$ cat src/rtl/deserializer_pkg.sv
`default_nettype none
// ============================================================
// deserializer_pkg : packet type, FSM states, framing constants
// Revision: 1.0
// ============================================================
package deserializer_pkg;

  typedef struct packed {
    logic [7:0] field3;
    logic [7:0] field2;
    logic [7:0] field1;
    logic [7:0] field0;
  } packet_t;

  typedef enum logic [1:0] {
    IDLE   = 2'd0,
    SHIFT  = 2'd1,
    PARITY = 2'd2,
    STOP   = 2'd3
  } deser_state_t;

  localparam logic START_BIT = 1'b1;
  localparam logic STOP_BIT  = 1'b0;

endpackage
`default_nettype wire

$ cat src/rtl/bus.sv
`default_nettype none
// ============================================================
// bus : packet bus carrying a packet_t and its one-cycle strobe
// Revision: 1.0
// ============================================================
interface bus;
  import deserializer_pkg::*;

  packet_t data;
  logic    data_en;

  modport master (output data, output data_en);
  modport slave  (input  data, input  data_en);
endinterface
`default_nettype wire

$ cat src/rtl/deser_shift_reg.sv
`default_nettype none
// ============================================================
// deser_shift_reg : LSB-first shift-in register with bit counter
// Revision: 1.0
// ============================================================
module deser_shift_reg #(
  parameter int PKT_W = 32
) (
  input  logic             clk,
  input  logic             rst,
  input  logic             shift_en,
  input  logic             din,
  output logic [PKT_W-1:0] q,
  output logic             last
);
  localparam int CNT_W = $clog2(PKT_W);

  logic [CNT_W-1:0] bit_cnt;

  assign last = (bit_cnt == CNT_W'(PKT_W - 1));

  // The counter wraps on the last bit, so every frame starts from zero.
  always_ff @(posedge clk) begin
    if (rst) begin
      q       <= '0;
      bit_cnt <= '0;
    end else if (shift_en) begin
      q       <= {din, q[PKT_W-1:1]};
      bit_cnt <= last ? '0 : bit_cnt + CNT_W'(1);
    end
  end
endmodule
`default_nettype wire

$ cat src/rtl/deserializer.sv
`default_nettype none
// ============================================================
// deserializer : framed serial receiver rebuilding packet_t words
// Revision: 1.0
// ============================================================
module deserializer
  import deserializer_pkg::*;
#(
  parameter int PKT_W     = 32,
  parameter bit PARITY_EN = 1'b0
) (
  input  logic clk,
  input  logic rst,
  input  logic din,
  bus.master   bus_m,
  output logic frame_err,
  output logic busy
);
  deser_state_t     state, next_state;
  logic             shift_en;
  logic             last;
  logic             par_ok;
  logic             good_stb;
  logic             bad_stb;
  logic [PKT_W-1:0] shift_reg;

  deser_shift_reg #(.PKT_W(PKT_W)) u_shift (
    .clk      (clk),
    .rst      (rst),
    .shift_en (shift_en),
    .din      (din),
    .q        (shift_reg),
    .last     (last)
  );

  always_ff @(posedge clk) begin
    if (rst) state <= IDLE;
    else     state <= next_state;
  end

  always_comb begin
    next_state = state;
    shift_en   = 1'b0;
    good_stb   = 1'b0;
    bad_stb    = 1'b0;
    case (state)
      IDLE:   if (din == START_BIT) next_state = SHIFT;
      SHIFT: begin
        shift_en = 1'b1;
        if (last) next_state = PARITY_EN ? PARITY : STOP;
      end
      PARITY: next_state = STOP;
      STOP: begin
        // A '1' stop bit is rejected outright, never reused as a start bit.
        if (din == STOP_BIT && (par_ok || !PARITY_EN)) good_stb = 1'b1;
        else                                           bad_stb  = 1'b1;
        next_state = IDLE;
      end
      default: next_state = IDLE;
    endcase
  end

  always_ff @(posedge clk) begin
    if (rst) begin
      par_ok        <= 1'b0;
      bus_m.data    <= '0;
      bus_m.data_en <= 1'b0;
      frame_err     <= 1'b0;
    end else begin
      if (state == PARITY) par_ok <= (din == ^shift_reg);
      if (good_stb) bus_m.data <= packet_t'(shift_reg);
      bus_m.data_en <= good_stb;
      frame_err     <= bad_stb;
    end
  end

  assign busy = (state != IDLE);
endmodule
`default_nettype wire

$ cat src/flat_wrapper.sv
// flat-port wrapper written by rule: the top's interface ports become plain ports
module deserializer_flat import deserializer_pkg::*;
#(
  parameter int PKT_W     = 32,
  parameter bit PARITY_EN = 1'b0
)
  (clk, rst, din, frame_err, busy, bus_m_data, bus_m_data_en);
  bus bus_m_i ();
  input  logic clk;
  input  logic rst;
  input  logic din;
  output logic frame_err;
  output logic busy;
  output wire logic [$bits(bus_m_i.data)-1:0] bus_m_data;
  output wire logic [$bits(bus_m_i.data_en)-1:0] bus_m_data_en;
  assign bus_m_data = bus_m_i.data;
  assign bus_m_data_en = bus_m_i.data_en;
  deserializer #(.PKT_W(PKT_W), .PARITY_EN(PARITY_EN)) u_core (.clk(clk), .rst(rst), .din(din), .bus_m(bus_m_i), .frame_err(frame_err), .busy(busy));
endmodule
$ cat config.mk
export PLATFORM = sky130hd
export DESIGN_NAME = deserializer_flat
export DESIGN_NICKNAME = d
export VERILOG_FILES = /design/src/rtl/deserializer_pkg.sv /design/src/rtl/bus.sv /design/src/rtl/deser_shift_reg.sv /design/src/rtl/deserializer.sv /design/src/flat_wrapper.sv
export SDC_FILE = /design/constraint.sdc
export NUM_CORES = 1
export LEC_CHECK = 0
export ABC_AREA = 1
export CAP_MARGIN = 25
export CORE_AREA = 2 2 83 85
export DETAILED_ROUTE_END_ITERATION = 8
export DIE_AREA = 0 0 85 87
export PLACE_DENSITY = 0.66
export SETUP_SLACK_MARGIN = 0.4
export SLEW_MARGIN = 10
export SYNTH_ARGS = -nofsm -noshare
export SYNTH_HDL_FRONTEND = slang
export SYNTH_SLANG_ARGS = --single-unit
export TNS_END_PERCENT = 20
$ cat constraint.sdc
create_clock -name clk -period 1.24 [get_ports clk]
set_input_delay 0.372 -clock clk [delete_from_list [all_inputs] [get_ports clk]]
set_output_delay 0.372 -clock clk [all_outputs]
set_load 0.02 [all_outputs]
[After elaboration in Yosys (flattened, before gate mapping)]
Cells that the tools add are included.
Cells by class
  equality and inequality tests: 6
  mux-type cells: 8
  reductions and logical operators: 4
  bitwise logic cells: 1
  $add $sub $neg: 1
Operator list (number)
  2-bit one-hot mux with 4 select lines: 1
  5-bit by 1-bit adder with 5-bit output (second input constant): 1
  5-bit == test (second input constant): 1
  5-bit 2-to-1 mux: 1
  2-bit == test (second input constant): 2
  1-bit 2-to-1 mux: 4
  2-bit 2-to-1 mux: 2
  2-bit != test (second input constant): 2
  2-bit by 1-bit == test with 1-bit output (second input constant): 1
  2-bit zero test: 1
  2-bit AND reduction: 1
  2-bit nonzero test: 1
  2-bit OR reduction: 1
  1-bit NOT: 1
Word-level totals
  logic and storage cells: 29
  input port bits: 3
  register bits after elaboration: 73
  output and inout bits: 35

[Depth between registers and ports, before layout]
Gate-level depths: netlist of run 1.
  depth after elaboration: 3
  mapped depth: 10
  gate-level depth less buffers: 10

[Hierarchy]
From an unflattened synthesis of run 1, not the netlist that was laid out.
Second synthesis, totals
  cells, all modules: 335
  area total of the unflattened synthesis: 2737.6 um^2
By module, submodules not included
  deser_shift_reg: area an instance 1395.1 um^2, cells an instance 169, instances 1, seq. area each 740.7 um^2
  deserializer: area an instance 1342.5 um^2, cells an instance 166, instances 1, seq. area each 720.7 um^2

[Least setup slack after synthesis of run 1]
OpenSTA, ideal clock, no wires.
  path kind: reg2reg
  start point: reg u_core.u_shift.bit_cnt[0]
  end point: reg u_core.state[1]
  setup time: 0.116 ns
  data arrival time: 1.199 ns
  slack: -0.075 ns
  required time: 1.124 ns
  period minus slack after synthesis: 1.315 ns
  buffers on the path: 0
  cell stages (with the launch flop): 10
  path through: dfxtp_1 ha_1 nand2_1 nor2_1 ha_1 inv_1 nand2_2 o21ai_2 o21ai_0 nor2_1
Between the ends
  word-level cells in the longest chain between the ends: 3
RTL lines
  start: declaration: RTL line deser_shift_reg.sv:18  | logic [CNT_W-1:0] bit_cnt;
  start signal: assignment: RTL line deser_shift_reg.sv:29  | bit_cnt <= last ? '0 : bit_cnt + CNT_W'(1);
  5-bit == test: RTL line deser_shift_reg.sv:20  | assign last = (bit_cnt == CNT_W'(PKT_W - 1));
  2-bit != test (no line)
  2-bit AND reduction (no line)
  end signal: assignment: RTL line deserializer.sv:38  | else state <= next_state;
  end: declaration: RTL line deserializer.sv:19  | deser_state_t state, next_state;
No other way between the ends.
A chain may end at the register's enable or synchronous reset.

[Worst setup path after layout of run 1]
  start point: reg u_core.state[0]
  end point: out busy
Between the ends
  word-level cells in the longest chain between the ends: 1
RTL lines
  2-bit nonzero test: RTL line deserializer.sv:77  | assign busy = (state != IDLE);
  end: declaration: RTL line flat_wrapper.sv:13  | output logic busy;
No other way between the ends.

==> metrics.md, run 1 <==
| Metric | Value |
|---|---|
| Status | finished, violations left |
| Violated checks | setup timing |
| Critical path data arrival time | 1.03 ns |
| Worst min path class | flop to flop |
| Post-CTS Hold Buffers | 0 |
| Final setup fails | 38 |
| Hold path cells | 2 |
| Final hold vios | 0 |
| Cell area after synthesis | ~0.0028 sq mm |
| Leak | 1.90 nW |
| Vias in the first global route | 2,300 |
| Synth Warn # | 0 |
| DRT Pass-1 Iters | 5 |
| # DRC | 0 |
| Final RePlAce weighted congestion | slightly above 0.7 |
| Die Footprint | about 0.0074 sq mm |
| Largest net degree at the start of global routing | 28 |
| Total gr overflow | 0 |
| Slew @ Worst Pin | roughly 0.23 ns |
| Placed insts | around 470 |
| Synthesized net count | 342 |
| Pwr Total | 8.73 mW |
| Filler instances | 506 |
| Worst Setup Start Kind | flop |
| Cell taking the most area after synthesis | dfxtp_1 |
| Die width | 85 microns |
| CTS tree | built |
| Synth unique cells | 22 |
| Syn Inst Count | roughly 330 |
| Vias per cell | 4.80 |
| Fmax | 0.711 GHz |
| #FFs+latches synth | 73 |
| Chip height | 87 microns |
| Antenna cell count | 0 |
| First-pass GRT wire length | 10.2 mm |
| Post-route ant nets | 0 |
| Slowest-stage cell, CP | dfxtp_2 |
| CP most frequent cell | inv_2 |
| Slew Limit Fails | 0 |
| DRT iter0 DRCs | 109 |
| Avg Synthesized Cell Area | 8.54 sq um |
| Num CTS Buffers | 9 |
| Pwr/cell area | ~2000 mW/mm^2 |
| Initial antenna violation count | 0 |
| HPWL Detailed | 3.63 mm |
| Global Route Usage Sum | 17.1% |
| Depth of the most critical reg-to-reg path | 8 |
| Synth top area share | 51.4% |
| Post-Place Worst Slack | -0.326 ns |
| Share of layout cells above drive strength 1 | 52.9% |
| Tmin final | 1.41 ns |
| Max Clock Skew | 0.00570 ns |
| Final WS setup | -0.166 ns |
| Post-layout instance area | roughly 0.0043 sq mm |
| Fin crit share | 113% |
| DR vias | 2,402 |
| Final std cells w/o fill | 500 |
| Clk buf depth | 2 |
| Core Footprint | about 0.0066 sq mm |
| CP cell instances | inv_2 > ha_4 > inv_2 > buf_6 |
| Worst-Skew Late Latency | 0.34 ns |
| Clock slew at reported path FFs | 0.07 ns |
| Initial core utilization | 43.3% |
| Htree depth | 3 |
| Worst Path Max Fanout | 2 |
| Register area share after synthesis | 51.4% |
| CP Capture Type | output pin |
| Max stage delay on crit path | 0.35 ns |
| Synthesis-to-layout area growth | 51.5% |
| RSZ-0062 raised after global routing | yes |
| # rows | 30 |
| Leading post-synthesis cells by cell area | dfxtp_1 51%, nor2_1 17%, o21ai_2 9.6% |
| Maximum vdd drop | between 1 and 1.5 mV |
| Drt total wl | 6.28 mm |
| Post-route core utilization | between 60% and 70% |
| Max-Slew Margin vs Limit | 84.5% |
| Req. time, crit path | around 0.87 ns |
| Min Hold Slack | 0.483 ns |
| Layout Nets | between 400 and 500 |
| Avg WL per Cell | 12.6 microns |
| IO Port Bufs | 37 |
| Max-Cap Viols | 0 |
| Setup CP Type | flop to output pin |
| Clock Sinks | 73 |
| Setup TNS Final | -3.93 ns |
| Placed Area | about 0.0036 sq mm |
| Clock root cell | clkbuf_8 |
| IO Pins | 38 |
## cell usage after synthesis (all sizes together)
cell type  instances
inv               13
buf               17
ha                 6
nand4              1
nor3               2
dfxtp             73
nand2              5
a21oi              6
clkbuf             3
nor2             135
a211oi             1
nand3              3
o21ai             68
## cell usage in the layout (no fill, tap or decap), types with 2 or more instances in the layout
master	Yosys	routed
nor2_1	130	93
dfxtp_1	73	47
buf_6	11	39
buf_4	0	37
o21ai_2	31	32
o21ai_1	1	28
dfxtp_2	0	26
nor2_4	1	23
nor2_2	4	19
clkbuf_8	0	12
buf_12	1	9
o21ai_0	36	7
inv_2	2	6
inv_1	10	5
a21oi_1	6	5
ha_4	0	5
nand2_2	1	3
nand3_1	3	3
clkbuf_16	0	3
nand2_1	4	2
clkbuf_1	0	2
## report_power, final
part	switching [mW]	internal, mW
Combinational	1.60	1.59
Clock	0.844	1.09
Sequential	0.641	2.96
Total	3.09	5.64
## timing repair
action / 4_1_cts / 5_1_grt
setup endpoints to repair: 108 / 108
gates resized for setup: 250 / 97
buffers inserted: 3 / 5
gates cloned: 0 / 3
pin swaps: 5 / 21
## final cells by class
type	instances	area (sq um)	area share (%)
sequential	73	1490	34.7
multi-input combinational	227	1440	33.4
timing repair buffer	91	1010	23.4
clock buffer	14	173	4.01
tap	80	100	2.32
inverter	13	56.3	1.31
clock inverter	2	35.0	0.813
## kinds of logic (layout without fill, tap and decap cells)
| group | after synthesis | after routing | synth area share (%) |
|---|---|---|---|
| simple gates | 146 | 146 | 20.3 |
| flops | 73 | 73 | 51.4 |
| fa+ha+maj | 6 | 6 | 2.64 |
| buf+inv | 33 | 120 | 8.27 |
| compound gates | 75 | 75 | 17.4 |
## critical path: cells and delay by family, from the launching register on
kind / cells / cell delay (ns)
adders and majority gates: 1 / 0.14
buffers and inverters: 3 / 0.20
DFF: 1 / 0.35
## path summary, 6_finish.rpt
check | start | to | slack [ns]
setup / recovery | u_core.state[0] | busy | -0.17
setup reg to reg | u_core.state[0] | u_core.bus_m.data[20] | -0.16
hold reg to reg | u_core.u_shift.bit_cnt[3] | u_core.u_shift.bit_cnt[3] | 0.48
hold / removal | u_core.u_shift.bit_cnt[3] | u_core.u_shift.bit_cnt[3] | 0.48
## per-layer routing
| layer | track usage (%) | up-vias | routed length [microns] |
|---|---|---|---|
| li1 | - | 1233 | - |
| met1 | 20.8 | 1119 | 2820 |
| met2 | 28.3 | 41 | 3110 |
| met3 | 3.70 | 9 | 227 |
| met4 | 9.67 | 0 | 118 |
| met5 | 0 | - | 0 |
## state kept, by name, summed over array words and instances (netlist names)
name,cells
u_core.bus_m.data,32
u_core.u_shift.q,32
u_core.u_shift.bit_cnt,5
u_core.state,2
u_core.bus_m.data_en,1
u_core.frame_err,1
(Power assumes the default switching activity.)
==> run 2, diff against run 1 <==
--- a/config.mk
+++ b/config.mk
@@ -6,8 +6,9 @@
 export NUM_CORES = 1
 export LEC_CHECK = 0
 export ABC_AREA = 1
-export CAP_MARGIN = 25
+export CAP_MARGIN = 30
 export CORE_AREA = 2 2 83 85
+export CTS_BUF_LIST = sky130_fd_sc_hd__clkbuf_16
 export DETAILED_ROUTE_END_ITERATION = 8
 export DIE_AREA = 0 0 85 87
 export PLACE_DENSITY = 0.66
==> run 2 against run 1 <==
The run still ends with setup timing left. Combinational power about the same. Die area did not move. Utilization is 0.63 points higher. Power increased by 5.9%. Register-to-register slack improved by 0.03 ns. Routed wire length down 0.78%. First-iteration DRC count down 28%. Critical path type unchanged. Highest routed layer unchanged. Count of clock-buffer cells in the layout fell by 5. Worst setup slack gained 0.011 ns. Design area increased by 0.96%. Fmax increased by 0.79%.
==> metrics.md, run 2 (synthesized netlist as in run 1, its figures left out) <==
| Metric | Value |
|---|---|
| CP Capture Type | output pin |
| Final WS setup | -0.155 ns |
| Final hold vios | 0 |
| Max-Slew Margin vs Limit | 84.4% |
| Worst-Skew Late Latency | 0.33 ns |
| Pwr Total | between 9 and 10 mW |
| IO Pins | 38 |
| Synthesis-to-layout area growth | 53.0% |
| Most common cell after layout, fill and taps aside | nor2_1 |
| Status | finished, violations left |
| Leak | 1.93 nW |
| Fin crit share | 112% |
| Post-layout instance area | 0.00435 sq mm |
| Worst Setup Start Kind | flop |
| Fmax | 0.717 GHz |
| Regs by FF count | u_core.bus_m.data x32, u_core.u_shift.q x32, u_core.u_shift.bit_cnt x5 |
| Critical path data arrival time | 1.02 ns |
| Global Route Usage Sum | 17.4% |
| Num CTS Buffers | 9 |
| Final setup fails | 42 |
| Pwr/cell area | 2130 mW/mm^2 |
| Req. time, crit path | 0.87 ns |
| Violated checks | setup timing |
| Share of layout cells above drive strength 1 | 53.3% |
| Max Clock Skew | 0.00310 ns |
| CTS tree | built |
| Vias in the first global route | 2,286 |
| Worst min path class | flop to flop |
| Avg WL per Cell | 12.5 microns |
| Final std cells w/o fill | 498 |
| Clk buf depth | 2 |
| Slew @ Worst Pin | roughly 0.23 ns |
| Clock slew at reported path FFs | 0.05 ns |
| Clock root cell | clkbuf_16 |
| Vias per cell | between 4 and 5 |
| Post-route core utilization | about two thirds |
| First-pass GRT wire length | approximately 10 mm |
| Total gr overflow | 0 |
| Chip height | between 80 and 90 microns |
| Slew Limit Fails | 0 |
| Placed Area | 0.00358 sq mm |
| Antenna cell count | 0 |
| Die width | 85 microns |
| Max-Cap Viols | 0 |
| Post-CTS Hold Buffers | 0 |
| # DRC | 0 |
| Tmin final | approximately 1.4 ns |
| Setup CP Type | flop to output pin |
| Initial antenna violation count | 0 |
| DR vias | ~2,400 |
| Most frequent cells in the layout | 91 x nor2_1, 47 x dfxtp_1, 38 x buf_4 |
| Initial core utilization | 43.3% |
| Maximum vdd drop | 1.19 mV |
| HPWL Detailed | 3.63 mm |
| Post-Place Worst Slack | -0.326 ns |
| # rows | 30 |
| Clock Sinks | 73 |
| Placed insts | between 400 and 500 |
| Core Footprint | 0.00657 sq mm |
| RSZ-0062 raised after global routing | yes |
| Htree depth | 3 |
| Largest net degree at the start of global routing | 28 |
| IO Port Bufs | 37 |
| Layout Nets | 422 |
| DRT Pass-1 Iters | 4 |
| Final RePlAce weighted congestion | 0.719 |
| Post-route ant nets | 0 |
| Drt total wl | 6.23 mm |
| DRT iter0 DRCs | 78 |
| Worst Path Max Fanout | 2 |
| Die Footprint | 0.00740 sq mm |
## run 2: report_power, final
part | total [mW] | switching, mW | internal (mW)
Clock | 2.44 | 0.922 | 1.52
Sequential | 3.61 | 0.641 | 2.97
Combinational | 3.20 | 1.63 | 1.57
## run 2: final timing paths
| kind | slack [ns] | cells past startpoint | start | to |
|---|---|---|---|---|
| worst max register to register | -0.13 | 8 | u_core.state[0] | u_core.bus_m.data[10] |
| worst min register to register | 0.49 | 2 | u_core.u_shift.bit_cnt[3] | u_core.u_shift.bit_cnt[3] |
| worst min-delay path | 0.49 | 2 | u_core.u_shift.bit_cnt[3] | u_core.u_shift.bit_cnt[3] |
| worst max-delay path | -0.15 | 4 | u_core.state[0] | busy |
## run 2: per-stage QoR
step | TNS (ns) | hold WS (ns)
floorplan | 0 | 0.434
global placement | -15.48 | 0.466
detailed placement | -17.10 | 0.474
CTS | -2.76 | 0.483
global route | -7.03 | 0.514
finish | -3.52 | 0.486
## run 2: worst max-delay path, cell delays in order, from the launching register on
cell	delay (ns)
dfxtp_2	0.34
inv_2	0.04
ha_4	0.14
inv_2	0.06
buf_6	0.11
## run 2: layout make-up
cell class	instances	area, sq um
fillers	510	2220
repair buffers	89	970
clock buffers	9	225
multi-input cells	227	1450
flip-flops and latches	73	1490
inverters	13	56.3
well taps	80	100
clock inverters	7	53.8
## run 2: repair_timing
action | CTS | global route
pin swaps | 4 | 22
gates resized for setup | 246 | 103
setup endpoints to repair | 108 | 108
gates cloned | 0 | 2
buffers inserted | 2 | 5
## run 2: metal layers
metal  wire length, microns  part of all wire, %  up-vias  GRT usage (%)
met5                      0                    0        -              0
met3                    256                  4.1       10           5.69
met4                    118                  1.9        0           8.37
met2                   3020                   48       39           27.8
met1                   2840                   46     1111           21.1
li1                       -                    -     1228              -
